`config.mk`:
```
export PLATFORM = sky130hd
export DESIGN_NAME = fifo_reader
export DESIGN_NICKNAME = d
export VERILOG_FILES = /design/src/rtl/fifo_reader_pkg.sv /design/src/rtl/fifo_reader_skid.sv /design/src/rtl/fifo_reader.sv
export SDC_FILE = /design/constraint.sdc
export NUM_CORES = 1
export LEC_CHECK = 0
export ABC_AREA = 1
export ABC_CLOCK_PERIOD_IN_PS = 2400
export CORE_AREA = 4 4 69 71
export CTS_BUF_LIST = sky130_fd_sc_hd__clkbuf_4
export DETAILED_ROUTE_END_ITERATION = 10
export DIE_AREA = 0 0 73 75
export PLACE_DENSITY = 0.77
export SYNTH_ARGS = -nofsm -noshare
export SYNTH_HDL_FRONTEND = slang
export SYNTH_SLANG_ARGS = --single-unit
```
`constraint.sdc`:
```
create_clock -name clk -period 2.4 [get_ports clk]
set_input_delay 0.36 -clock clk [delete_from_list [all_inputs] [get_ports clk]]
set_output_delay 0.36 -clock clk [all_outputs]
set_load 0.03 [all_outputs]
```
`src/rtl/fifo_reader_pkg.sv`:
```
// Shared widths, buffer depth and FSM state encoding for the fifo_reader block.
package fifo_reader_pkg;

  localparam int DATA_W    = 8;
  localparam int BUF_DEPTH = 2;
  localparam int CNT_W     = 16;
  localparam int OCC_W     = $clog2(BUF_DEPTH + 1);

  typedef enum logic [1:0] {
    IDLE,
    ACTIVE,
    DRAIN
  } state_t;

endpackage

```
`src/rtl/fifo_reader_skid.sv`:
```
// Two-entry output buffer: head drives the stream, tail absorbs a capture while the head stalls.
module fifo_reader_skid
  import fifo_reader_pkg::*;
(
  input  logic              clk,
  input  logic              rst,
  input  logic              push,
  input  logic [DATA_W-1:0] din,
  output logic              m_valid,
  input  logic              m_ready,
  output logic [DATA_W-1:0] m_data,
  output logic [OCC_W-1:0]  occ
);

  localparam logic [OCC_W-1:0] FULL = OCC_W'(BUF_DEPTH);

  logic [DATA_W-1:0] head;
  logic [DATA_W-1:0] tail;
  logic              pop;

  assign m_valid = (occ != '0);
  assign m_data  = head;
  assign pop     = m_valid & m_ready;

  always_ff @(posedge clk) begin
    if (rst) begin
      occ  <= '0;
      head <= '0;
      tail <= '0;
    end else begin
      case ({push, pop})
        2'b10: begin
          if (occ != FULL) begin
            if (occ == '0) head <= din;
            else           tail <= din;
            occ <= occ + 1'b1;
          end
        end
        2'b01: begin
          head <= tail;
          occ  <= occ - 1'b1;
        end
        2'b11: begin
          // Occupancy is unchanged; the new byte lands behind whatever remains.
          if (occ == FULL) begin
            head <= tail;
            tail <= din;
          end else begin
            head <= din;
          end
        end
        default: ;
      endcase
    end
  end

endmodule

```
`src/rtl/fifo_reader.sv`:
```
// Drains an upstream FIFO into a valid/ready byte stream with read-issue flow control.
// Define FIFO_READER_PARITY_EN to add the m_parity output (XOR of m_data).
module fifo_reader
  import fifo_reader_pkg::*;
(
  input  logic              clk,
  input  logic              rst,
  input  logic              en,
  input  logic              fifo_empty,
  input  logic [DATA_W-1:0] fifo_dout,
  output logic              fifo_rd,
  output logic              m_valid,
  input  logic              m_ready,
  output logic [DATA_W-1:0] m_data,
  output logic              busy,
  output logic [CNT_W-1:0]  pop_count
`ifdef FIFO_READER_PARITY_EN
  ,
  output logic              m_parity
`endif
);

  state_t           state;
  state_t           state_nxt;
  logic             inflight;
  logic [OCC_W-1:0] occ;
  logic             pop;
  logic [OCC_W:0]   committed;

  assign pop = m_valid & m_ready;

  // The byte leaving this cycle is not counted, so a free-flowing stream reads every cycle.
  assign committed = {1'b0, occ} - {{OCC_W{1'b0}}, pop} + {{OCC_W{1'b0}}, inflight};

  assign fifo_rd = ~rst & en & ~fifo_empty & (state == ACTIVE)
                 & (committed < (OCC_W + 1)'(BUF_DEPTH));

  assign busy = inflight | (occ != '0);

  always_ff @(posedge clk) begin
    if (rst) begin
      state     <= IDLE;
      inflight  <= 1'b0;
      pop_count <= '0;
    end else begin
      state    <= state_nxt;
      inflight <= fifo_rd;
      if (fifo_rd) pop_count <= pop_count + 1'b1;
    end
  end

  always_comb begin
    state_nxt = state;
    case (state)
      IDLE:    if (en) state_nxt = ACTIVE;
      ACTIVE:  if (!en) state_nxt = DRAIN;
      DRAIN: begin
        if (en)                           state_nxt = ACTIVE;
        else if (!inflight && occ == '0)  state_nxt = IDLE;
      end
      default: state_nxt = IDLE;
    endcase
  end

  fifo_reader_skid u_skid (
    .clk     (clk),
    .rst     (rst),
    .push    (inflight),
    .din     (fifo_dout),
    .m_valid (m_valid),
    .m_ready (m_ready),
    .m_data  (m_data),
    .occ     (occ)
  );

`ifdef FIFO_READER_PARITY_EN
  assign m_parity = ^m_data;
`endif

endmodule
```
==> results_dict.tcl, run 1 <==
set metrics [dict create \
    initialDrtViolationCount 132 \
    stdcell_count 404 \
    worst_path_max_delay_cell "fa_1" \
    critical_path.max_stage_delay_ns 0.50 \
    maxSlewHeadroom_pct 64.9 \
    cp_data_arrival_time_ns 2.07 \
    drtPass1Iterations 4 \
    setup_viol 1 \
    netlist-cell-type-count 29 \
    synth.avg_cell_area_um2 6.60 \
    floorplan.initialDensity_pct 46.0 \
    detail_route.wirelength_um 4650 \
    finalNetCount 366 \
    worstSkewPairLatency_ns 0.34 \
    cts_sinks 37 \
    final_layout_size_suffix_gt1_share_pct 13.6 \
    failed_checks "setup timing" \
    drv.max_cap_violation_count 0 \
    crit_path_end_kind "output port" \
    finalHoldViolCount 0 \
    synth.top_cell.area_share_pct 38.0 \
    routed_wire_length_per_instance_um 11.5 \
    power.leakage_nw 1.09 \
    maximum_number_of_pins_on_one_net_before_global_route_repair 20 \
    layout.cell_area.non_filler_um2 2590 \
    grt.overflow.total 0 \
    tritoncts "yes" \
    yosysSeqAreaShare_pct 38.0 \
    holdWs_ns 0.471 \
    fillCellCount 408 \
    cpMostUsedCell "nor2_4" \
    yosys_most_used_dff "dfxtp_1" \
    worstPathCellList "inv_4 > nand2_4 > nor2_4 > a21oi_2 > fa_1 > inv_1 > nor2_1 > nand2_1 > nor2_4 > buf_6" \
    skew_ns 0.00196 \
    placed_cell_area_um2 2470 \
    netlist_top_cells_area "dfxtp_1, nand2_1, nor2_1" \
    finalWeightedCongestion 0.830 \
    all_layer_global_routing_usage_pct 17.9 \
    synth_fp_nets 310 \
    post_synth_most_frequent_cells "nand2_1, nor2_1, inv_1" \
    row_count 24 \
    post-route-period-util_pct 101 \
    yosysWarnings 0 \
    placed_cells_incl_taps 392 \
    synth_edf_count 0 \
    max-clock-path-buffers 2 \
    clkSlewWorstSetupHoldPaths_ns 0.11 \
    status "finished with violations" \
    grt_setup_unrepaired "yes" \
    timing.critical_path.fanout_max 3 \
    vdd.ir_drop.worst_uv 308 \
    timing.critical_path.buf_inv 3 \
    hold_class "reg -> reg" \
    multi_input_area_um2 1030 \
    final_max_slew_viol_count 0 \
    sequential_area_um2 744 \
    first_global_vias 1763 \
    post-route-drc-count 0 \
    async_flop_share_pct 0 \
    io_buffer_count 39 \
    antennaDiodeCount 0 \
    reg2reg_depth 15 \
    synth_top_area_cell "dfxtp_1" \
    wire_length_of_the_first_global_routing_pass_um 7710 \
    worst_setup_path_start_kind "flop" \
    chipWidth_um 73 \
    fmax_mhz 412 \
    cellPowerDensity_nw_per_um2 444 \
    timing.setup.tns_ns -0.0262 \
    pre_cts_setup_slack_ns -0.214 \
    root_buffer_cell "clkbuf_4" \
    detail-route-antenna-nets 0 \
    worst-r2r-setup-slack_ns 0.20 \
    die_y_um 75 \
    worst_slack_ns -0.0262 \
    timing.critical_path.depth 10 \
    finalWorstPathRequiredPeriod_ns 2.43 \
    post_synth_inst_count 295 \
    grt_antenna_before_repair 0 \
    worst_ep_required_time_ns 2.04 \
    critical-path-top-delay-family "simple AND/OR/NAND/NOR gates" \
    dp.final_hpwl_um 3330 \
    worst-slew-pin-transition_ns 0.523 \
    cts_htree_levels 2 \
    yosysMostFrequentCell "nand2_1" \
    post_synthesis_register_bit_count 37 \
    synth.cell_area_um2 1950 \
    area_growth_pct 32.8 \
    viasPerCell 4.99 \
    design.core.area_um2 4230 \
    hold-path-cell-count 2 \
    floorplan.die_area_um2 5480 \
    pin_count 40 \
    cts-buffers-inserted 5 \
    detailroute.via_count 2017 \
    worst-setup-path-type "reg -> out" \
]
registers in the layout, indices dropped and copies added, names as in the netlist:
register       cells
state              2
u_skid.m_data      8
u_skid.occ         2
inflight           1
pop_count         16
u_skid.tail        8
worst reg2reg max path: stages (launching register included):
cell and delay, ns:
dfxtp_2 0.36, inv_4 0.08, nand2_4 0.06, nor2_4 0.12, a21oi_2 0.07, fa_1 0.50
inv_1 0.06, nor2_1 0.08, nand2_1 0.11, nor2_4 0.16, buf_4 0.13, buf_12 0.13
nand3_1 0.09, nand2_1 0.09, nand2_1 0.04, nor2_1 0.08
final cells by class:
type / instances / area share [%]
tap: 52 / 2.52
inverter: 40 / 5.90
multi-input combinational: 211 / 39.8
timing repair buffer: 56 / 20.7
clock buffer: 8 / 2.32
sequential: 37 / 28.8
routing by layer:
layer	track usage [%]	wire length [um]	vias to the layer above
met3	5.07	262	8
li1	-	-	1058
met2	28.2	2180	55
met4	5.94	81	0
met5	0	0	-
met1	23.7	2130	896
path summary, 6_finish.rpt:
| kind | start | endpoint |
|---|---|---|
| min reg2reg | u_skid.tail[1]$_SDFFE_PP0P_ | u_skid.tail[1]$_SDFFE_PP0P_ |
| max reg2reg | u_skid.occ[0]$_SDFFE_PP0P_ | pop_count[15]$_SDFFE_PP0P_ |
| max | u_skid.occ[0]$_SDFFE_PP0P_ | fifo_rd |
| min | u_skid.tail[1]$_SDFFE_PP0P_ | u_skid.tail[1]$_SDFFE_PP0P_ |
logic make-up (layout without fill, tap and decap cells):
family	after synthesis	count (layout)	synth area share, %
AOI/OAI and AO/OA	54	54	15.0
xor gates and xnor gates	2	2	0.899
adders and majority gates	2	2	1.67
buffers and inverters	47	104	9.89
DFF	37	37	38.0
and+or+nand+nor	153	153	34.5
metrics by stage:
| stage | utilization (%) | total power [W] |
|---|---|---|
| 2_1_floorplan | - | 0.000735 |
| 3_3_place_gp | 58.3 | 0.000803 |
| 3_5_place_dp | 58.3 | 0.000805 |
| 4_1_cts | 60.7 | 0.00116 |
| 5_1_grt | 61.1 | 0.00121 |
| 6_report | 61.1 | 0.00115 |
layout by cell type, fill, tap and decap left out, drive strengths merged, types with 2 or more instances in the layout:
master         instances
a21boi                 2
a21oi                 18
buf                   18
clkbuf                 8
clkdlybuf4s50         37
dfxtp                 37
inv                   40
nand2                 73
nand3                 21
nand4                  7
nor2                  47
nor3                   4
o211ai                 4
o21ai                 28
xor2                   2
timing repair:
| action | CTS | global route |
|---|---|---|
| gates resized for setup | 11 | 0 |
| hold buffers | 0 | 0 |
| pin swaps | 2 | 1 |
| setup buffers | 2 | 2 |
| endpoints found under the setup margin | 1 | 1 |
| cloned | 0 | 0 |
| hold endpoints to repair | 0 | 0 |
power by group:
group / switching [W] / internal [W]
clock network: 0.000201 / 0.000151
registers: 0.00000913 / 0.000628
logic: 0.0000895 / 0.0000707
total: 0.000299 / 0.000849
Power figures use the tool's default switching activity.
==> run 2: changes to the inputs <==
- CORE_AREA: 4 4 69 71 -> 4 4 72 74
- DIE_AREA: 0 0 73 75 -> 0 0 76 78
- PLACE_DENSITY: 0.77 -> 0.75
- SYNTH_HIERARCHICAL: not set -> 1
==> results_dict.tcl, run 2 <==
set metrics [dict create \
    detail_route.wirelength_um 5010 \
    yosysWarnings 6 \
    registers.top_by_ff_count "pop_count" \
    grt.overflow.total 0 \
    worstSkewPairLatency_ns 0.34 \
    worst_ep_required_time_ns 2.04 \
    failed_checks "setup timing" \
    skew_ns 0.0107 \
    netlist_top_cells_area "dfxtp_1, nand2_1, inv_1" \
    design_internal_power_w 0.000808 \
    design.core.area_um2 4600 \
    status "finished with violations" \
    maximum_number_of_pins_on_one_net_before_global_route_repair 24 \
    area_growth_pct 33.0 \
    netlist-cell-type-count 26 \
    yosysSeqAreaShare_pct 35.4 \
    seq_power_share_pct 56.1 \
    tritoncts "yes" \
    antennaDiodeCount 0 \
    pre_cts_setup_slack_ns -0.394 \
    reg2reg_depth 17 \
    floorplan.initialDensity_pct 45.5 \
    detail-route-antenna-nets 0 \
    clkSlewWorstSetupHoldPaths_ns 0.12 \
    max-clock-path-buffers 2 \
    yosysMostFrequentCell "nand2_1" \
    fmax_mhz 390 \
    net_sw_share_pct 28.1 \
    finalNetCount 393 \
    finalWeightedCongestion 0.760 \
    final_max_slew_viol_count 0 \
    row_count 25 \
    grt_antenna_before_repair 0 \
    all_layer_global_routing_usage_pct 16.2 \
    yosys_most_used_dff "dfxtp_1" \
    floorplan.die_area_um2 5930 \
    detailroute.via_count 2170 \
    finalHoldViolCount 0 \
    cts_sinks 37 \
    dp.final_hpwl_um 3420 \
    fillCellCount 430 \
    synth_top_area_cell "dfxtp_1" \
    cts_htree_levels 2 \
    sequential_area_um2 746 \
    cp_data_arrival_time_ns 2.20 \
    mostFrequentLayoutCell "nand2_1" \
    async_flop_share_pct 0 \
    hold_class "reg -> reg" \
    worst_setup_path_start_kind "flop" \
    most-common-layout-cells "nand2_1, inv_1, nand3_1, clkdlybuf4s50_1, dfxtp_1" \
    viasPerCell 5.02 \
    synth_edf_count 0 \
    post-route-drc-count 0 \
    number_of_flip_flops_under_the_largest_register_name 16 \
    vdd.ir_drop.worst_uv 271 \
    synth.avg_cell_area_um2 6.52 \
    timing.critical_path.fanout_max 2 \
    initialDrtViolationCount 89 \
    cts.hold.buffers_added 0 \
    grt_setup_unrepaired "yes" \
    root_buffer_cell "clkbuf_4" \
    drv.max_cap_violation_count 0 \
    total_power_w 0.00112 \
    first_global_vias 1973 \
    post_synth_inst_count 321 \
    power.clock.fraction_pct 29.4 \
    power.leakage_nw 1.30 \
    crit_path_end_kind "output port" \
    synth_fp_nets 337 \
    hold-path-cell-count 2 \
    die_y_um 78 \
    switchingPower_w 0.000315 \
    post-route-util_pct 60.5 \
    worst-slew-pin-transition_ns 0.472 \
    wire_length_of_the_first_global_routing_pass_um 8280 \
    pin_count 40 \
    drtPass1Iterations 4 \
    post-route-period-util_pct 107 \
    final_layout_size_suffix_gt1_share_pct 14.8 \
    cellPowerDensity_nw_per_um2 404 \
    post_synthesis_register_bit_count 37 \
    worst-setup-path-type "reg -> out" \
    multi_input_area_um2 1100 \
    post_synth_most_frequent_cells "nand2_1, inv_1, nand3_1" \
    synth.top_cell.area_share_pct 35.4 \
    power.combinational.fraction_pct 14.5 \
    worst_slack_ns -0.161 \
    cts-buffers-inserted 5 \
    routed_wire_length_per_instance_um 11.6 \
    synth.cell_area_um2 2090 \
    timing.setup.tns_ns -0.228 \
    finalWorstPathRequiredPeriod_ns 2.56 \
    maxSlewHeadroom_pct 68.5 \
    io_buffer_count 39 \
    setup_viol 5 \
    chipWidth_um 76 \
]
run 2: cell count changes after synthesis, sizes merged, moves of 2 or more:
| cell | before | now |
|---|---|---|
| o21ai | 28 | 6 |
| nand3 | 21 | 42 |
| nand2 | 73 | 93 |
| inv | 40 | 59 |
| nor2 | 47 | 30 |
| nand3b | 1 | 9 |
| buf | 4 | 8 |
| o211ai | 4 | 0 |
| clkbuf | 3 | 0 |
| a21boi | 2 | 0 |
| clkinv | 0 | 2 |
run 2: cell type report:
class / instances / share of cell area [%]
clock buffer: 5 / 1.35
tap: 54 / 2.43
clock inverter: 3 / 0.629
multi-input combinational: 215 / 39.4
inverter: 61 / 8.31
timing repair buffer: 57 / 21.1
sequential: 37 / 26.8
run 2: kinds of logic after synthesis:
family          share of synthesized area, %
simple gates                            41.8
xor+xnor                               0.777
flops                                   35.4
buf+inv                                 13.8
compound gates                          6.10
fa+ha+maj                               2.15
run 2: layer usage:
layer | routed length (um) | share of wire (%) | global-route usage (%)
met1 | 2230 | 45 | 19.1
met2 | 2520 | 50 | 28.8
met3 | 197 | 3.9 | 3.25
met4 | 59 | 1.2 | 5.69
met5 | 0 | 0 | 0
run 2: timing repair:
item | 4_1_cts | 5_1_grt
cloned | 0 | 3
resized for setup | 6 | 14
setup endpoints to repair | 13 | 17
pin swaps | 2 | 5
buffers inserted | 2 | 5
run 2: worst paths after layout:
check                               from                           to  slack (ns)
max           u_skid/occ[0]$_SDFFE_PP0P_                      fifo_rd       -0.16
min          u_skid/tail[2]$_SDFFE_PP0P_  u_skid/tail[2]$_SDFFE_PP0P_        0.47
max reg2reg   u_skid/occ[0]$_SDFFE_PP0P_    pop_count[8]$_SDFFE_PP0P_       -0.03
min reg2reg  u_skid/tail[2]$_SDFFE_PP0P_  u_skid/tail[2]$_SDFFE_PP0P_        0.47
run 2: power by group through the flow:
stage,registers (W),clock network (W),logic (W)
2_1_floorplan,0.000657,0,0.0000748
3_3_place_gp,0.000644,0,0.000146
3_5_place_dp,0.000645,0,0.000149
4_1_cts,0.000631,0.000345,0.000152
5_1_grt,0.000631,0.000360,0.000178
6_report,0.000630,0.000330,0.000163
run 2: worst max-delay path: stages, from the launching register on:
cell     delay (ns)
dfxtp_4        0.37
buf_4          0.13
inv_1          0.09
ha_4           0.20
inv_2          0.04
nand2_2        0.04
fa_1           0.50
inv_1          0.04
nor2_2         0.11
nand2_2        0.08
nor2_4         0.10
buf_6          0.14
run 2: per-stage QoR:
step                      cells  instance area, um^2  hold slack (ns)
after global placement      414                 2560            0.452
after global routing        432                 2780            0.489
after CTS                   424                 2650            0.474
after detailed placement    414                 2560            0.455
final                       432                 2780            0.470
after floorplan             321                 2100            0.429
==> run 3: changes to the inputs <==
- CELL_PAD_IN_SITES_DETAIL_PLACEMENT: not set -> 1
- CELL_PAD_IN_SITES_GLOBAL_PLACEMENT: not set -> 1
- CORE_AREA: 4 4 72 74 -> 4 4 84 86
- DIE_AREA: 0 0 76 78 -> 0 0 88 90
- GPL_TIMING_DRIVEN: not set -> 0
- PLACE_DENSITY: 0.75 -> not set
- PLACE_DENSITY_LB_ADDON: not set -> 0.1
==> results_dict.tcl, run 3 (synthesized netlist as in run 2, its figures left out) <==
set metrics [dict create \
    finalWorstPathRequiredPeriod_ns 2.76 \
    finalHoldViolCount 0 \
    routed_wire_length_per_instance_um 13.1 \
    worst_path_max_delay_cell "fa_1" \
    all_layer_global_routing_usage_pct 16.4 \
    floorplan.die_area_um2 7920 \
    total_power_w 0.00137 \
    critical_path.max_stage_delay_ns 0.50 \
    post-route-util_pct 47.5 \
    cts_sinks 37 \
    worstSkewPairLatency_ns 0.37 \
    grt_setup_unrepaired "yes" \
    finalNetCount 397 \
    worst_ep_required_time_ns 2.04 \
    cts_htree_levels 2 \
    worst_slack_ns -0.355 \
    fillCellCount 817 \
    drv.max_cap_violation_count 0 \
    die_y_um 90 \
    root_buffer_cell "clkbuf_4" \
    drtPass1Iterations 4 \
    power.leakage_nw 1.36 \
    first_global_vias 2271 \
    cp_data_arrival_time_ns 2.40 \
    mostFrequentLayoutCell "nand2_1" \
    critical-path-top-delay-family "adder cells" \
    cts-buffers-inserted 5 \
    cellPowerDensity_nw_per_um2 459 \
    row_count 29 \
    stdcell_count 459 \
    worst-slew-pin-transition_ns 0.411 \
    setup_viol 14 \
    dp.final_hpwl_um 4180 \
    clkSlewWorstSetupHoldPaths_ns 0.12 \
    number_of_flip_flops_under_the_largest_register_name 16 \
    worst_setup_path_start_kind "flop" \
    grt.overflow.total 0 \
    most-common-layout-cells "nand2_1, inv_1, clkdlybuf4s50_1, dfxtp_1, nand3_1" \
    detailroute.via_count 2193 \
    fmax_mhz 363 \
    status "finished with violations" \
    maxSlewHeadroom_pct 72.5 \
    failed_checks "setup timing" \
    floorplan.initialDensity_pct 33.3 \
    final_max_slew_viol_count 0 \
    io_buffer_count 39 \
    initialDrtViolationCount 36 \
    placed_cells_incl_taps 437 \
    final_layout_size_suffix_gt1_share_pct 20.2 \
    worst-setup-path-type "reg -> out" \
    grt_antenna_before_repair 0 \
    chipWidth_um 88 \
    registers.top_by_ff_count "pop_count" \
    timing.critical_path.fanout_max 2 \
    finalWeightedCongestion 0.795 \
    detail-route-antenna-nets 0 \
    pin_count 40 \
    maximum_number_of_pins_on_one_net_before_global_route_repair 13 \
    max-clock-path-buffers 2 \
    hold_class "reg -> reg" \
    area_growth_pct 42.4 \
    detail_route.wirelength_um 6020 \
    design.core.area_um2 6280 \
    timing.setup.tns_ns -0.927 \
    worstPathCellList "buf_6 > inv_4 > nand2_4 > nand2_2 > inv_2 > ha_4 > inv_2 > nand2_2 > fa_1 > inv_1 > nor2_2 > nand2_2 > nor2_4 > buf_6 > buf_6" \
    timing.critical_path.buf_inv 7 \
    crit_path_end_kind "output port" \
    vdd.ir_drop.worst_uv 228 \
    skew_ns 0.0212 \
    post-route-period-util_pct 115 \
    viasPerCell 4.78 \
    wire_length_of_the_first_global_routing_pass_um 10500 \
    antennaDiodeCount 0 \
    tritoncts "yes" \
    post-route-drc-count 0 \
]
## run 3: stage by stage
step,hold slack [ns],cell area [um^2],worst slack [ns]
3_3_place_gp,0.452,2590,-1.08
6_report,0.478,2980,-0.355
2_1_floorplan,0.429,2100,0.00672
5_1_grt,0.489,2980,-0.495
3_5_place_dp,0.463,2590,-1.08
4_1_cts,0.482,2890,-0.436
## run 3: worst min-delay path, stage by stage, from the launching register on
cell,delay [ns]
dfxtp_1,0.33
nand2_1,0.06
a21oi_1,0.05
## run 3: path summary, 6_finish.rpt
kind / cells past startpoint / startpoint / slack, ns / to
hold reg to reg: 2 / u_skid/tail[3]$_SDFFE_PP0P_ / 0.48 / u_skid/tail[3]$_SDFFE_PP0P_
hold / removal: 2 / u_skid/tail[3]$_SDFFE_PP0P_ / 0.48 / u_skid/tail[3]$_SDFFE_PP0P_
setup / recovery: 15 / u_skid/occ[0]$_SDFFE_PP0P_ / -0.36 / fifo_rd
setup reg to reg: 19 / u_skid/occ[0]$_SDFFE_PP0P_ / -0.07 / pop_count[0]$_SDFFE_PP0P_
## run 3: repair_timing
item	4_1_cts	5_1_grt
cloned	2	0
gates resized for setup	34	15
endpoints found under the setup margin	17	17
setup buffers	7	6
pin swaps	20	8
hold buffers	0	0
## run 3: layout make-up
type,instances,area (um^2),share of cell area (%)
Inverter,61,234,7.85
Buffer,8,75.1,2.52
Clock buffer,5,37.5,1.26
Tap cell,77,96.3,3.23
Sequential cell,37,746,25.0
Timing Repair Buffer,53,556,18.6
Clock inverter,3,65.1,2.18
Multi-Input combinational cell,215,1170,39.3
## run 3: power by group
part | total (W) | switching (W) | leakage (nW) | internal, W
clock | 0.000568 | 0.000246 | 0.0552 | 0.000323
combinational | 0.000171 | 0.0000944 | 1.00 | 0.0000766
sequential | 0.000629 | 0.00000540 | 0.300 | 0.000623
total | 0.00137 | 0.000346 | 1.36 | 0.00102
## run 3: per-layer routing
metal | global-route usage (%) | part of all wire (%)
met5 | 0 | 0
met4 | 4.99 | 1.7
met3 | 3.66 | 3.2
met2 | 28.6 | 50
met1 | 19.6 | 45
